`src/rtl/store_buffer_if.sv`:
```
// rtl/store_buffer_if.sv - memory write port between the store buffer and the memory side
interface store_buffer_if;
    logic        mem_req;
    logic [31:0] mem_addr;
    logic [31:0] mem_wdata;
    logic [3:0]  mem_be;
    logic        mem_ready;

    modport master (
        output mem_req,
        output mem_addr,
        output mem_wdata,
        output mem_be,
        input  mem_ready
    );

    modport slave (
        input  mem_req,
        input  mem_addr,
        input  mem_wdata,
        input  mem_be,
        output mem_ready
    );
endinterface

```
`src/rtl/store_buffer.sv`:
```
// rtl/store_buffer.sv - in-order store buffer with commit tagging, flush and a drain FSM
module store_buffer #(
    parameter int DEPTH = 8
) (
    input  logic                   clk,
    input  logic                   reset,
    input  logic                   en,
    input  logic [69:0]            store_in,
    input  logic [2:0]             store_width,
    input  logic                   commit_en,
    input  logic [5:0]             commit_tag,
    input  logic                   flush,
    store_buffer_if.master         mem,
    output logic                   full,
    output logic                   empty,
    output logic                   overflow,
    output logic [$clog2(DEPTH):0] count
);
    localparam int PW = $clog2(DEPTH);
    localparam int CW = PW + 1;

    typedef enum logic {IDLE = 1'b0, REQ = 1'b1} state_t;

    // Control bits live in vectors so reset can clear them; payload needs no reset.
    logic [DEPTH-1:0] ent_valid;
    logic [DEPTH-1:0] ent_committed;
    logic [5:0]       ent_tag   [DEPTH];
    logic [31:0]      ent_addr  [DEPTH];
    logic [31:0]      ent_data  [DEPTH];
    logic [1:0]       ent_width [DEPTH];

    logic [PW-1:0] head;
    logic [PW-1:0] tail;
    state_t        state;

    logic          width_ok;
    logic          push;
    logic          pop;
    logic          commit_hit;
    logic [PW-1:0] commit_idx;
    logic [PW-1:0] scan_idx;
    logic [DEPTH-1:0] cmt_next;
    logic [CW-1:0] committed_cnt;
    logic [CW-1:0] count_next;

    logic [31:0]   head_addr;
    logic [31:0]   head_data;
    logic [3:0]    lane_be;
    logic [31:0]   lane_wdata;

    // Encodings 011..111 are not real store sizes and are silently discarded.
    assign width_ok = (store_width == 3'b000) || (store_width == 3'b001) || (store_width == 3'b010);
    // A full buffer rejects a new store even when the head drains in the same cycle.
    assign push     = en && !flush && !full && width_ok;
    assign pop      = (state == REQ) && mem.mem_ready;

    // Search from head for the oldest valid uncommitted entry carrying the retiring tag.
    always_comb begin
        commit_hit = 1'b0;
        commit_idx = '0;
        scan_idx   = '0;
        for (int i = 0; i < DEPTH; i++) begin
            scan_idx = head + PW'(i);
            if (commit_en && !commit_hit && ent_valid[scan_idx] &&
                !ent_committed[scan_idx] && (ent_tag[scan_idx] == commit_tag)) begin
                commit_hit = 1'b1;
                commit_idx = scan_idx;
            end
        end
    end

    // Committed set including this cycle's commit, so a same-cycle flush keeps it.
    always_comb begin
        cmt_next      = ent_committed;
        committed_cnt = '0;
        if (commit_hit) begin
            cmt_next[commit_idx] = 1'b1;
        end
        for (int i = 0; i < DEPTH; i++) begin
            committed_cnt = committed_cnt + CW'(ent_valid[i] & cmt_next[i]);
        end
    end

    // Occupancy after this edge; flush collapses it to the committed prefix.
    always_comb begin
        if (flush) begin
            count_next = committed_cnt - CW'(pop);
        end else begin
            count_next = count + CW'(push) - CW'(pop);
        end
    end

    // Byte-lane placement for the entry at head.
    always_comb begin
        head_addr = ent_addr[head];
        head_data = ent_data[head];
        case (ent_width[head])
            2'b00: begin
                lane_be    = 4'b0001 << head_addr[1:0];
                lane_wdata = {4{head_data[7:0]}};
            end
            2'b01: begin
                lane_be    = 4'b0011 << {head_addr[1], 1'b0};
                lane_wdata = {2{head_data[15:0]}};
            end
            default: begin
                lane_be    = 4'b1111;
                lane_wdata = head_data;
            end
        endcase
    end

    // Entry payload capture at tail.
    always_ff @(posedge clk) begin
        if (push) begin
            ent_tag[tail]   <= store_in[69:64];
            ent_addr[tail]  <= store_in[63:32];
            ent_data[tail]  <= store_in[31:0];
            ent_width[tail] <= store_width[1:0];
        end
    end

    // Pointers, valid/committed bits, occupancy flags and sticky overflow.
    always_ff @(posedge clk or posedge reset) begin
        if (reset) begin
            head          <= '0;
            tail          <= '0;
            ent_valid     <= '0;
            ent_committed <= '0;
            count         <= '0;
            full          <= 1'b0;
            empty         <= 1'b1;
            overflow      <= 1'b0;
        end else begin
            if (commit_hit) begin
                ent_committed[commit_idx] <= 1'b1;
            end
            if (pop) begin
                ent_valid[head]     <= 1'b0;
                ent_committed[head] <= 1'b0;
                head                <= head + 1'b1;
            end
            if (flush) begin
                // Committed entries form a contiguous run from head, so tail
                // lands right after them; the entry being drained is among them.
                for (int i = 0; i < DEPTH; i++) begin
                    if (!cmt_next[i]) begin
                        ent_valid[i] <= 1'b0;
                    end
                end
                tail <= head + committed_cnt[PW-1:0];
            end else if (push) begin
                ent_valid[tail]     <= 1'b1;
                ent_committed[tail] <= 1'b0;
                tail                <= tail + 1'b1;
            end
            if (en && !flush && full) begin
                overflow <= 1'b1;
            end
            count <= count_next;
            full  <= (count_next == CW'(DEPTH));
            empty <= (count_next == '0);
        end
    end

    // Drain FSM: launch a registered write for a committed head, hold it until accepted.
    always_ff @(posedge clk or posedge reset) begin
        if (reset) begin
            state         <= IDLE;
            mem.mem_req   <= 1'b0;
            mem.mem_addr  <= '0;
            mem.mem_wdata <= '0;
            mem.mem_be    <= '0;
        end else begin
            case (state)
                IDLE: begin
                    if (ent_valid[head] && ent_committed[head]) begin
                        state         <= REQ;
                        mem.mem_req   <= 1'b1;
                        mem.mem_addr  <= {head_addr[31:2], 2'b00};
                        mem.mem_wdata <= lane_wdata;
                        mem.mem_be    <= lane_be;
                    end
                end
                REQ: begin
                    if (mem.mem_ready) begin
                        state       <= IDLE;
                        mem.mem_req <= 1'b0;
                    end
                end
                default: begin
                    state       <= IDLE;
                    mem.mem_req <= 1'b0;
                end
            endcase
        end
    end
endmodule

```
`src/flat_wrapper.sv`:
```
// flat-port wrapper written by rule: the top's interface ports become plain ports
module store_buffer_flat 
#(
    parameter int DEPTH = 8
)
  (clk, reset, en, store_in, store_width, commit_en, commit_tag, flush, full, empty, overflow, count, mem_mem_req, mem_mem_addr, mem_mem_wdata, mem_mem_be, mem_mem_ready);
  store_buffer_if mem_i ();
  input  logic clk;
  input  logic reset;
  input  logic en;
  input  logic [69:0] store_in;
  input  logic [2:0] store_width;
  input  logic commit_en;
  input  logic [5:0] commit_tag;
  input  logic flush;
  output logic full;
  output logic empty;
  output logic overflow;
  output logic [$clog2(DEPTH):0] count;
  output wire logic [$bits(mem_i.mem_req)-1:0] mem_mem_req;
  output wire logic [$bits(mem_i.mem_addr)-1:0] mem_mem_addr;
  output wire logic [$bits(mem_i.mem_wdata)-1:0] mem_mem_wdata;
  output wire logic [$bits(mem_i.mem_be)-1:0] mem_mem_be;
  input wire logic [$bits(mem_i.mem_ready)-1:0] mem_mem_ready;
  assign mem_mem_req = mem_i.mem_req;
  assign mem_mem_addr = mem_i.mem_addr;
  assign mem_mem_wdata = mem_i.mem_wdata;
  assign mem_mem_be = mem_i.mem_be;
  assign mem_i.mem_ready = mem_mem_ready;
  store_buffer #(.DEPTH(DEPTH)) u_core (.clk(clk), .reset(reset), .en(en), .store_in(store_in), .store_width(store_width), .commit_en(commit_en), .commit_tag(commit_tag), .flush(flush), .mem(mem_i), .full(full), .empty(empty), .overflow(overflow), .count(count));
endmodule
```
`config.mk`:
```
export PLATFORM = sky130hd
export DESIGN_NAME = store_buffer_flat
export DESIGN_NICKNAME = d
export VERILOG_FILES = /design/src/rtl/store_buffer_if.sv /design/src/rtl/store_buffer.sv /design/src/flat_wrapper.sv
export SDC_FILE = /design/constraint.sdc
export NUM_CORES = 1
export LEC_CHECK = 0
export ABC_AREA = 1
export CAP_MARGIN = 20
export CORE_MARGIN = 10
export CORE_UTILIZATION = 46
export DETAILED_ROUTE_END_ITERATION = 8
export PLACE_DENSITY = 0.65
export SYNTH_ARGS = -nofsm -noshare
export SYNTH_HDL_FRONTEND = slang
export SYNTH_SLANG_ARGS = --single-unit
```
`constraint.sdc`:
```
create_clock -name clk -period 8.3 [get_ports clk]
set_input_delay 2.075 -clock clk [delete_from_list [all_inputs] [get_ports clk]]
set_output_delay 2.075 -clock clk [all_outputs]
set_load 0.1 [all_outputs]
```
Word level (Yosys, flattened, before mapping)
Memory sizes are Yosys's and may differ from the RTL's.
Cells that the tools add are included.
{"block": "classes", "bitwise": 16, "eq_ne": 14, "n_div": 0, "addsub": 19, "n_reduce_logical": 65, "n_mux": 82, "shifts": 2, "mul": 0, "magnitude_cmp": 13}
{"operator": "case mux 32 bit (2 select lines)", "count": 1}
{"operator": "two-way mux 8 bit", "count": 7}
{"operator": "binary-select mux 1 bit (select 3 bit)", "count": 16}
{"operator": "equality test 6 bit", "count": 8}
{"operator": "two-way mux 1 bit", "count": 41}
{"operator": "logical AND 1 bit", "count": 40}
{"operator": "less-than comparator 3 x 4 -> 1 bit, second input constant", "count": 10}
{"operator": "two-way mux 3 bit", "count": 10}
{"operator": "adder 4 bit", "count": 7}
{"operator": "AND 8 bit", "count": 3}
{"operator": "logical NOT 1 bit", "count": 17}
{"operator": "inverter 8 bit", "count": 2}
{"operator": "OR 8 bit", "count": 2}
{"operator": "adder 3 bit, second input constant", "count": 4}
{"operator": "demux 1 bit (select 3 bit)", "count": 3}
{"operator": "greater-or-equal comparator 3 x 1 -> 1 bit, second input constant", "count": 3}
{"operator": "AND 1 bit", "count": 8}
{"operator": "case mux 4 bit (2 select lines)", "count": 1}
{"operator": "subtractor 4 x 1 -> 4 bit", "count": 2}
{"operator": "adder 3 x 1 -> 3 bit, second input constant", "count": 2}
{"operator": "adder 3 x 2 -> 3 bit, second input constant", "count": 2}
{"operator": "adder 4 x 1 -> 4 bit", "count": 1}
{"operator": "equality test 4 bit, second input constant", "count": 1}
{"operator": "logical NOT 4 bit", "count": 1}
{"operator": "other kinds (16)", "count": 19}
{"block": "totals", "input_bits": 85, "n_memories": 4, "out_inout_bits": 76, "reg_bits": 97, "mem_bits_ro": 0, "mem_bits_rw": 576, "latchBits": 0, "wordCells": 228}
{"name": "u_core.ent_addr", "words": 8, "width": 32, "rd": 1, "rd_ports_with_merged_regs": 0, "wr": 1, "line_no": "store_buffer.sv:28", "source": "logic [31:0] ent_addr [DEPTH];"}
{"name": "u_core.ent_data", "words": 8, "width": 32, "rd": 1, "rd_ports_with_merged_regs": 0, "wr": 1, "line_no": "store_buffer.sv:29", "source": "logic [31:0] ent_data [DEPTH];"}
{"name": "u_core.ent_tag", "words": 8, "width": 6, "rd": 8, "rd_ports_with_merged_regs": 0, "wr": 1, "line_no": "store_buffer.sv:27", "source": "logic [5:0] ent_tag [DEPTH];"}
{"name": "u_core.ent_width", "words": 8, "width": 2, "rd": 1, "rd_ports_with_merged_regs": 0, "wr": 1, "line_no": "store_buffer.sv:30", "source": "logic [1:0] ent_width [DEPTH];"}

Depth between registers and ports, before layout
Gate-level depths: netlist of the first run.
{"block": "depth", "depth_word": 65, "depth_mapped": 45, "depth_no_buf": 38}

Worst setup path before layout of the first run
OpenSTA, ideal clock, no wires.
{"block": "synth_path", "path_kind": "register -> register", "from": "register u_core.head[0]", "to": "register u_core.tail[2]", "synth_period_minus_slack_ns": 7.447, "path_buffers": 9, "required_ns": 8.170, "setup_slack_ns": 0.853, "stages_incl_launch_ff": 44, "arrival_time_ns": 7.317, "path_cell_list": "dfrtp_1 > buf_6 > inv_6 > buf_2 > clkbuf_1 > clkbuf_1 > clkbuf_1 > buf_1 > ha_1 > buf_2 > inv_2 > buf_2 > nand3_1 > nand3_1 > nand2_1 > nand2_1 > nand2_1 > nand2_1 > [8 not listed] > nand2_1 > nand2_1 > nand2_2 > nand3_1 > nand2_1 > nand2_1 > fa_1 > fa_1 > inv_1 > fa_1 > ha_1 > fa_1 > fa_1 > xnor2_1 > xor2_1 > nand2_1 > o211ai_1 > o21ai_0"}
{"item": "from (decl)", "line_no": "store_buffer.sv:32", "source": "logic [PW-1:0] head;"}
{"item": "from (signal assigned)", "line_no": "store_buffer.sv:141", "source": "head <= head + 1'b1;"}
{"item": "adder 3 bit *", "line_no": "store_buffer.sv:63", "source": "scan_idx = head + PW'(i);"}
{"item": "via u_core.scan_idx[0]", "line_no": "store_buffer.sv:41", "source": "logic [PW-1:0] scan_idx;"}
{"item": "parallel branches: the longest is 11 deep, another holds memory read (8 x 6 bit)"}
{"item": "two-way mux 8 bit *", "line_no": "store_buffer.sv:76", "source": "if (commit_hit) begin"}
{"item": "AND 1 bit", "line_no": "store_buffer.sv:80", "source": "committed_cnt = committed_cnt + CW'(ent_valid[i] & cmt_next[i]);"}
{"item": "adder 4 bit (6 in a row)", "line_no": "store_buffer.sv:80"}
{"item": "adder 4 bit *", "line_no": "store_buffer.sv:80"}
{"item": "adder 3 bit *", "line_no": "store_buffer.sv:151", "source": "tail <= head + committed_cnt[PW-1:0];"}
{"item": "two-way mux 3 bit *", "line_no": "store_buffer.sv:143", "source": "if (flush) begin"}
{"item": "to (signal assigned)", "line_no": "store_buffer.sv:151"}
{"item": "to (signal assigned)", "line_no": "store_buffer.sv:155", "source": "tail <= tail + 1'b1;"}
{"item": "to (decl)", "line_no": "store_buffer.sv:33", "source": "logic [PW-1:0] tail;"}
Mark *: on every way through the listed nets, which the timed path passes. The select of a mux whose other input is x is not followed.
A chain may end at the register's enable or synchronous reset.

Final worst setup path of the first run
{"block": "layout_path", "from": "register u_core.head[1]", "to": "register u_core.tail[2]"}
{"block": "layout_via", "elab_chain_len": 64}
{"item": "parallel branches: the longest is 62 deep, another holds memory read (8 x 6 bit)"}
{"item": "adder 3 bit *", "line_no": "store_buffer.sv:151"}
{"item": "two-way mux 3 bit *", "line_no": "store_buffer.sv:143"}
Every way passes the cells marked *. The select of a mux whose other input is x is not followed.

==> results summary, run 1 <==
The synthesized instance count is 2759. The dominant combinational cell family by area after synthesis is simple AND/OR/NAND/NOR gates. The number of cells traversed by the worst register-to-register path is 34. Setup repair after global routing left no endpoint under its margin. The most common cell after layout, fill and taps aside is edfxtp_1. The number of antenna violations at the first check in global routing came out at 10.

The count of buffers inserted at the top-level ports came out at 158. Clock-pin slew was measured on the worst setup and hold paths at 0.06 ns. The H-tree depth is 3. The maximum clock insertion buffer count came out at 3.

The setup fix buffers added after clock tree synthesis came out at 0. The number of register bits inferred by synthesis came out at 673. The sum of net half-perimeters after detailed placement came out at 50460 um.

The signed area change from the synthesized netlist to the final layout is 15.25%. The shortest clock period the worst path allows after layout is 7.611 ns. For the pin with the worst max-slew slack, the measured transition is 1.090 ns. STA puts the critical path data required time at 8.77 ns.

The cell area after layout is 0.03469 mm2. The final number of hold-violating endpoints is 0. The biggest fanout along the worst timing path came out at 33.

Averaged over all synthesized cells, the footprint is 10.91 um2. In this run, CTS created clock tree buffers numbering 68. The number of max-slew violations in the final report was 0. The relative max-transition margin came out at 0.2736. TritonCTS built the clock tree. The fraction of registers with async set or reset after synthesis is 0.1441. The launch point of the worst hold path is u_core.overflow.

Clock tree synthesis found a total of 673 sinks. The run finished with clean final reports. Final hold analysis gives a worst-case slack of 0.4635 ns. The post-synthesis sequential area ratio came out at 0.6553.

The post-route antenna net violation count is 0. The number of design rule violations left after detail routing is 0. The reg-to-reg startpoint is u_core.head[1]. The aggregate negative setup slack came out at 0 ns. The routed wirelength normalized by instance count came out at 21.75 um.

The first-pass GRT wire length came out at 126000 um. The die is 275.8 um wide. In the final layout, the share of cells above drive strength 1 is 0.06965. The via density per instance came out at 5.724. The later pin in the worst-skew pair is clocked with a latency of 0.60 ns. For hold timing, the worst endpoint is u_core.overflow. CTS placed an instance of clkbuf_16 at the clock tree root. The routed wire length is 82360 um. The setup skew after layout came out at 0.02307 ns. The data arrival time of the critical path is 8.08 ns. The most numerous cell type found on the critical path is nand2_1. On the worst path, the slowest cell contributes a delay of 0.55 ns. The most used flip-flop cell after synthesis is edfxtp_1.

The maximum VDD drop is 0.3531 mV. The maximum number of pins on one net before global-route repair is 221. The fraction of the mapped netlist area in adder cells came out at 0.01106. The via count of the first global-routing pass came out at 21280. The portion of netlist area occupied by mux cells came out at 0.02028. Measured along the y axis, the die boundary spans 275.8 um. The worst-case setup slack after placement came out at 0.05791 ns.

For this run the aggregate overflow at the end of global routing stands at 0. Across every metal layer, demand over resource in global routing totals 0.2152. The flop-to-flop setup slack is 0.69 ns. The achievable clock frequency is 131.4 MHz.

The number of hold buffers added after CTS is 0. The number of flops mapped to enable cells by yosys came out at 576. The power density over cell area is 404.1 mW/mm2. For this configuration, the core starts out at a cell density of 0.4661. The total power after layout came out at 14.02 mW.

The row count came out at 93. The first detailed-routing pass took 6 iterations. The routed layout has 21680 vias. The I/O pin total came out at 161. The kind of end point of the critical path is a register. Routability-driven placement finished with a final weighted congestion of 0.9279. In the layout the commonest cells are edfxtp_1, nand2_1, nand3_1.

The cell area that synthesis handed to floorplanning was 0.03010 mm2. The placed instances occupy a cell area of 0.03252 mm2. The synthesized netlist contains 56 unique library cells. The warning count from the yosys run came out at 0.

The count of cells resized by post-cts repair is 0. The category of the most critical setup path is register to register. The number of instances on the worst hold path is 1. Among all stages on the critical path, the largest delay is contributed by fa_1. The worst register-to-register path ends at u_core.tail[2].

The core region is 0.06458 mm2. The share of the synthesized area in compound gates (AO/OA/AOI/OAI) came out at 0.08642. The number of max-cap violations came out at 0. The number of violations reported at the end of detailed-routing iteration 0 came out at 2188.

The total die area is 0.07607 mm2. The fraction of synthesized cell area in xor and xnor cells is 0.006609. The worst min-delay path class is register to register. The worst setup path is launched from a register. Setup violations remaining at the end of the flow were counted as 0. The post-route clock period utilization is 0.9169. The worst setup slack after layout is 0.6893 ns. Once placement completed, the tool counted placed cells totaling 3662.

In this run the static leakage power is 12.89 nW. Measured on the finished design, the core utilization comes to 0.5372. After the flow finishes, the layout carries non-filler instances totaling 3787. The final net count came out at 2985. Of the total synthesized cell area, the portion taken by AND, OR, NAND and NOR gates is 0.1824.
-- power by group --
group	switching [mW]	total (mW)	internal, mW	leakage [nW]
Combinational	4.97	6.80	1.84	5.48
Clock	1.25	2.97	1.73	1.06
Sequential	0.234	4.24	4.01	6.35
-- logic make-up after synthesis --
family | after synthesis
fa+ha+maj | 23
compound gates | 432
simple gates | 1287
flops | 673
other cells | 1
xor+xnor | 21
buf+inv | 261
mux | 61
-- sequential cells by signal, summed over array words and instances (netlist names), 3 cells and up --
name and count:
u_core.mem.mem_addr 30, u_core.mem.mem_be 4, u_core.ent_tag 48, u_core.tail 3, u_core.ent_committed 8, u_core.ent_data 256
u_core.head 3, u_core.mem.mem_wdata 32, u_core.ent_valid 8, u_core.ent_width 16, u_core.ent_addr 256, u_core.count 4
-- critical path: cells and delay by family, from the launching register on --
kind,cells,cell delay [ns]
adders and majority gates,7,3.13
AOI/OAI and AO/OA,2,0.19
and+or+nand+nor,18,2.22
DFF,1,0.44
buffers and inverters,5,1.15
xor gates and xnor gates,2,0.35
-- worst max-delay path by stage --
stage | from | endpoint | slack, ns | cells after the start
floorplan | u_core.head[0] | u_core.tail[2] | 0.85 | 43
global placement | commit_tag[5] | u_core.tail[2] | 0.22 | 30
detailed placement | commit_tag[5] | u_core.tail[2] | 0.06 | 30
CTS | u_core.head[1] | u_core.tail[2] | 0.45 | 34
global route | u_core.head[1] | u_core.tail[2] | 0.09 | 34
finish | u_core.head[1] | u_core.tail[2] | 0.69 | 34
-- per-layer routing --
metal / global-route usage / share of wire / up-vias
met5: 0 / 0.00084 / -
met2: 0.3519 / 0.48 / 787
met3: 0.04171 / 0.068 / 150
li1: - / - / 10090
met4: 0.07695 / 0.028 / 12
met1: 0.2830 / 0.42 / 10640
-- cells in the mapped netlist (2+ instances only) --
cell	instances	area [um2]
a21boi_0	3	22.52
clkbuf_1	92	345.3
inv_2	5	18.77
nand2_2	8	50.05
buf_1	14	52.55
o21a_1	8	60.06
o22ai_1	56	350.3
buf_6	8	90.09
buf_2	37	185.2
ha_1	17	212.7
o21ai_0	232	1161
o211ai_1	4	30.03
inv_1	89	334.1
nand3_2	6	60.06
nor3_1	10	50.05
buf_4	9	67.56
nand3b_1	3	22.52
nor2_2	7	43.79
clkinv_1	4	15.01
nor2_1	325	1220
nand3_1	337	1687
a31oi_1	16	100.1
nand4_1	23	143.9
edfxtp_1	576	17300
mux2i_1	61	610.6
xnor2_1	3	26.28
nand2_1	556	2087
a21oi_1	32	160.2
xor2_1	16	140.1
fa_1	6	120.1
a32oi_1	8	70.07
o221ai_1	61	534.3
a2bb2oi_1	8	70.07
dfrtp_1	96	2402
and2_1	2	12.51
-- area by class of cell --
class / count / area [um2]
diodes: 3 / 7.507
flip-flops and latches: 673 / 19740
repair buffers: 208 / 2044
well taps: 855 / 1070
inverters: 100 / 399.1
fillers: 5426 / 29890
clock buffers: 90 / 1887
multi-input cells: 1826 / 9276
clock inverters: 32 / 270.3
Power figures use the tool's default switching activity.
==> inputs of run 2 (changes only) <==
--- a/config.mk
+++ b/config.mk
@@ -10,7 +10,6 @@
 export CORE_MARGIN = 10
 export CORE_UTILIZATION = 46
 export DETAILED_ROUTE_END_ITERATION = 8
-export PLACE_DENSITY = 0.65
 export SYNTH_ARGS = -nofsm -noshare
 export SYNTH_HDL_FRONTEND = slang
 export SYNTH_SLANG_ARGS = --single-unit
==> constraint.sdc (replaced) <==
create_clock -name clk -period 9.7 [get_ports clk]
set_input_delay 2.425 -clock clk [delete_from_list [all_inputs] [get_ports clk]]
set_output_delay 2.425 -clock clk [all_outputs]
set_load 0.1 [all_outputs]
==> results summary, run 2 (synthesis results as in run 1) <==
The flow ran to the end, and the final reports show no timing, DRC or antenna violations. In the layout the commonest cells are edfxtp_1, nand2_1, nand3_1. Setup slack on the critical path of the routed design comes to 1.406 ns. The residual overflow from global routing is 0.

The count of cells resized by post-cts repair came out at 0. The cell area after layout came out at 0.03481 mm2. The worst min-delay path endpoint is u_core.overflow. The clock root buffer is clkbuf_16. The number of placed instances, taps included, is 3644. The power density over cell area is 351.2 mW/mm2. The post-route antenna net violation count came out at 0. The clock latency on the worst-skew pair came out at 0.61 ns. For this run, design rule violations remaining after detail routing come to 0. The die outline width came out at 275.8 um. The count of buffers inserted at the top-level ports came out at 158. The slew of the pin with the lowest slew margin came out at 1.103 ns. The first-pass GRT wire length came out at 130000 um.

The final standard cell count with taps included and fillers excluded came out at 3786. The largest registers in the layout are u_core.ent_addr: 256 flops, u_core.ent_data: 256 flops, u_core.ent_tag: 48 flops. The filler cells instantiated in the layout total 5525. Setup total negative slack on the finished layout was measured at 0 ns. In this run the deepest clock path goes through 3 buffers. Across the run, the number of max-cap violations was 0. Of the available clock period, the critical path in the final layout requires 0.8550. The final number of hold-violating endpoints is 0. The achievable clock frequency is 120.6 MHz.

The worst path needs 8.294 ns of the cycle, external delays included. The number of cells traversed by the worst register-to-register path came out at 33. STA classifies the critical path endpoint as a register. In this run the critical register-to-register path is captured at u_core.tail[2]. The worst hold path begins at u_core.overflow. The worst setup path is of the primary input to register kind.

The count of TritonRoute iterations in the first routing pass is 9. The maximum VDD drop came out at 0.2482 mV. The row count is 93. The starting density of the core came out at 0.4661. The total placed instance area is 0.03234 mm2.

The clock transition at the registers of the reported paths is 0.06 ns. The CTS sink count came out at 673. The I/O pin total came out at 161. The die extent in y came out at 275.8 um. The last weighted congestion value of the routability-driven placer is 0.9283. The count of buffering cells on the critical path with inverters included is 4.

The total die area is 0.07607 mm2. The clock tree from TritonCTS is yes. The delay contributed by the slowest stage of the critical path came out at 0.70 ns. The global router's overall resource usage is 0.2217. The routed wire length came out at 84390 um. The flop-to-flop setup slack is 1.55 ns. The area of the core came out at 0.06458 mm2.

The final net count is 2972. The total number of vias came out at 21860. STA classifies the critical path startpoint as a primary input. Setup violations remaining at the end of the flow were counted as 0. The signed area change from the synthesized netlist to the final layout is 15.64%. The relative max-transition margin came out at 0.2610. The cell with the largest stage delay on the worst path is clkdlybuf4s50_1.

The number of instances on the worst hold path is 1. Setup repair after global routing left no endpoint under its margin. The routed wirelength normalized by instance count came out at 22.29 um.

The number of hold buffers added after CTS was 0. In this run the static leakage power is 12.93 nW. The number of CTS-inserted buffers is 72. The biggest fanout along the worst timing path came out at 11. The H-tree depth came out at 3. The tightest min-delay check is of the register to register type. The via count of the first global-routing pass was 21750. The via density per instance came out at 5.774. The end-of-flow core utilization came out at 0.5390. The number of antenna violations at the first check in global routing came out at 10. Detailed placement ended at an HPWL of 49330 um. The setup skew after layout is 0.01632 ns.

The maximum number of pins on one net before global-route repair is 193. The setup fix buffers added after clock tree synthesis is 0. The number of max-slew violations in the final report is 0. The most common cell after layout, fill and taps aside is edfxtp_1. The number of violations reported at the end of detailed-routing iteration 0 is 2039. The worst register-to-register path begins at u_core.head[1]. The kind of cell with the highest combined delay along the critical path is adder cells.

In the final layout, the share of cells above drive strength 1 is 0.06908. The worst-case setup slack after placement came out at 0.8720 ns. The data required time at the worst endpoint is 10.18 ns. The data arrival time of the critical path is 8.77 ns. The final-layout worst hold slack is 0.4724 ns. The total power after layout came out at 12.23 mW.
-- run 2: worst max-delay path by stage --
| stage | from | end | slack [ns] | cells past startpoint |
|---|---|---|---|---|
| 2_1_floorplan | commit_tag[1] | u_core.tail[2] | 2.09 | 31 |
| 3_3_place_gp | commit_tag[1] | u_core.tail[2] | 0.97 | 30 |
| 3_5_place_dp | commit_tag[1] | u_core.tail[2] | 0.87 | 28 |
| 4_1_cts | commit_tag[1] | u_core.tail[2] | 1.47 | 28 |
| 5_1_grt | commit_tag[0] | u_core.tail[2] | 0.89 | 28 |
| 6_report | commit_tag[1] | u_core.tail[2] | 1.41 | 28 |
-- run 2: report_power, final --
part | internal [mW] | switching, mW | total, mW
registers | 3.43 | 0.223 | 3.65
logic | 1.55 | 4.26 | 5.81
clock network | 1.63 | 1.14 | 2.77
-- run 2: cell type report --
class                   instances  area [um2]  area share
clock inverters                37       384.1     0.01103
flip-flops and latches        673       19740      0.5670
repair buffers                191        1887     0.05420
well taps                     855        1070     0.03073
diodes                          7       17.52   0.0005032
clock buffers                  97        2041     0.05862
inverters                     100       397.9     0.01143
multi-input cells            1826        9276      0.2665
-- run 2: metal layers --
layer	share of wire	track usage	routed length [um]
met1	0.43	0.2923	36010
met2	0.49	0.3684	41150
met3	0.063	0.04024	5353
met4	0.022	0.06908	1823
met5	0.00075	0	63
==> inputs of run 3 (changes only) <==
--- a/config.mk
+++ b/config.mk
@@ -7,9 +7,12 @@
 export LEC_CHECK = 0
 export ABC_AREA = 1
 export CAP_MARGIN = 20
+export CELL_PAD_IN_SITES_DETAIL_PLACEMENT = 1
+export CELL_PAD_IN_SITES_GLOBAL_PLACEMENT = 1
 export CORE_MARGIN = 10
 export CORE_UTILIZATION = 46
 export DETAILED_ROUTE_END_ITERATION = 8
+export PLACE_DENSITY_LB_ADDON = 0.1
 export SYNTH_ARGS = -nofsm -noshare
 export SYNTH_HDL_FRONTEND = slang
 export SYNTH_SLANG_ARGS = --single-unit
==> results summary, run 3 (synthesis results as in run 1) <==
The detailed router put a total of 39990 um of wire on met1. Using the TritonRoute via totals, the vias-per-cell ratio works out to 5.826. Measured along the x axis, the die boundary spans 275.8 um. The launch point of the worst hold path is u_core.mem.mem_addr[12]. The flow ran to the end, and the final reports show no timing, DRC or antenna violations. The achievable clock frequency is 114.8 MHz. The worst setup path is captured at a register. The detail route stage leaves a number of antenna-violating nets equal to 0.

Entering global routing, the biggest net connects 196 pins. The worst-case setup slack after placement is 0.7895 ns. The residual overflow from global routing came out at 0. With fillers left out, the area of the finished cells amounts to 0.03465 mm2. The relative max-transition margin is 0.2159.

Routability-driven placement finished with a final weighted congestion of 0.8700. The global router's overall resource usage came out at 0.2418. After clock tree synthesis, the clock-pin slew on the worst setup and hold paths is 0.06 ns.

In this run the critical register-to-register path is launched from u_core.head[1]. The tree is rooted in a clkbuf_16. Setup violations remaining at the end of the flow were counted as 0. Routed signal wires occupy layers up through met5.

The post-route clock period utilization is 0.8982. The routed length on met2 is 45820 um. Setup repair after global routing left no endpoint under its margin.

The maximum VDD drop came out at 0.3439 mV. The worst setup slack after layout came out at 0.9872 ns. For the pin with the worst max-slew slack, the measured transition is 1.173 ns. TritonCTS built the clock tree. The number of hold buffers added after CTS is 0. In the layout the commonest cells are edfxtp_1, nand2_1, nand3_1. The aggregate negative setup slack came out at 0 ns. Power spread over the standard cell area amounts to 353.8 mW/mm2. The total placed instance area came out at 0.03234 mm2.

The number of instances on the worst hold path is 2. The total die area came out at 0.07607 mm2. The H-tree depth came out at 3. The data required time at the worst endpoint is 10.18 ns. The first-pass GRT wire length came out at 141400 um. The number of max-slew violations in the final report came out at 0.

The area of the core came out at 0.06458 mm2. Counting the buffers created by CTS gives 73. The setup skew after layout came out at 0.03938 ns. The number of antenna violations at the first check in global routing is 9. The clock latency on the worst-skew pair is 0.61 ns. The count of TritonRoute iterations in the first routing pass is 5. The final number of hold-violating endpoints came out at 0. The library cell used most frequently in the layout, excluding fill and tap cells, is edfxtp_1.

The I/O pin total came out at 161. For this run, the post-layout net count is 2974. The setup fix buffers added after clock tree synthesis came out at 0. The number of violations reported at the end of detailed-routing iteration 0 is 1530.

The floorplan has 93 rows. The number of design rule violations left after detail routing came out at 0. The biggest fanout along the worst timing path is 41.

The data arrival time of the critical path is 9.19 ns. Measured along the y axis, the die boundary spans 275.8 um. The number of cells traversed by the worst register-to-register path came out at 33. The worst min-delay path class is register to register. The cell with the largest stage delay on the worst path is dfrtp_4.

The delay contributed by the slowest stage of the critical path came out at 0.80 ns. The starting density of the core is 0.4661. The leakage power total came out at 12.86 nW. The total length of routed met3 wires is 4153 um. The total power after layout is 12.26 mW. The fill cell instance count of the final layout came out at 6827.

The critical path starts at u_core.head[1]. The total number of vias is 22020. The via count of the first global-routing pass is 23900.

The maximum clock insertion buffer count came out at 3. The number of max-cap violations came out at 0. STA classifies the critical path startpoint as a register. The endpoint of the worst register-to-register path is u_core.tail[2]. The routed wire length is 91830 um. The tree built by TritonCTS fans out to 673 sinks.

The signed area change from the synthesized netlist to the final layout came out at 15.12%. After detailed routing, the average wire length per cell comes to 24.30 um. The worst path needs 8.713 ns of the cycle, external delays included. The worst setup path is of the register to register kind. The most prevalent standard cell on the critical path is nand2_1.

The count of cells resized by post-cts repair came out at 0. The sum of net half-perimeters after detailed placement came out at 56150 um. The largest registers in the layout are u_core.ent_addr: 256 flops, u_core.ent_data: 256 flops, u_core.ent_tag: 48 flops.

The count of buffers inserted at the top-level ports is 158. The flop-to-flop setup slack is 0.99 ns. The fraction of final layout cells sized beyond drive strength 1 came out at 0.06571. The path with the worst hold slack has its endpoint at u_core.mem.mem_addr[12].
[run 3: changes by cell type in the layout (fill, tap and decap cells not counted), sizes merged]
cell / previous run / this run
buf: 33 / 34
bufinv: 5 / 4
clkbuf: 97 / 106
clkinv: 35 / 26
clkinvlp: 2 / 1
diode: 7 / 2
inv: 95 / 94
[run 3: layout make-up]
class                   count  area [um2]  area share
well taps                 855        1070     0.03087
clock buffers             106        2062     0.05951
diodes                      2       5.005   0.0001444
multi-input cells        1826        9269      0.2675
inverters                 100       401.6     0.01159
repair buffers            192        1862     0.05373
clock inverters            25       246.5    0.007113
flip-flops and latches    673       19740      0.5696
[run 3: how the worst max path moves through the flow]
stage	to	slack, ns	cells past startpoint
after floorplan	u_core.tail[2]	2.09	31
after global placement	u_core.tail[2]	0.93	30
after detailed placement	u_core.tail[2]	0.79	29
after CTS	u_core.tail[2]	1.11	30
after global routing	u_core.tail[2]	0.36	34
final	u_core.tail[2]	0.99	33
[run 3: power by group]
group          internal [mW]  leakage (nW)  switching [mW]
clock                   1.58          1.13            1.11
sequential              3.43          6.35           0.216
combinational           1.55          5.39            4.37
total                   6.57          12.9            5.69
[run 3: metal layers]
layer  vias up  global-route usage
met3       145             0.04050
met4        14             0.06364
li1      10060                   -
met5         -                   0
met1     11320              0.3101
met2       474              0.4196
[run 3: worst max-delay path, delay by kind of cell, from the launching register on]
kind,cells,cell delay (ns)
AOI/OAI and AO/OA,2,0.21
xor gates and xnor gates,2,0.34
adders and majority gates,7,3.30
buffers and inverters,4,1.39
DFF,1,0.80
and+or+nand+nor,18,2.48
[run 3: metrics by stage]
step | std cells | util | hold WS, ns
6_report | 3779 | 0.5366 | 0.4758
5_1_grt | 3778 | 0.5365 | 0.5097
4_1_cts | 3777 | 0.5365 | 0.4817
3_5_place_dp | 3646 | 0.5007 | 0.4653
3_3_place_gp | 3646 | 0.5007 | 0.4552
2_1_floorplan | 2760 | - | 0.5172
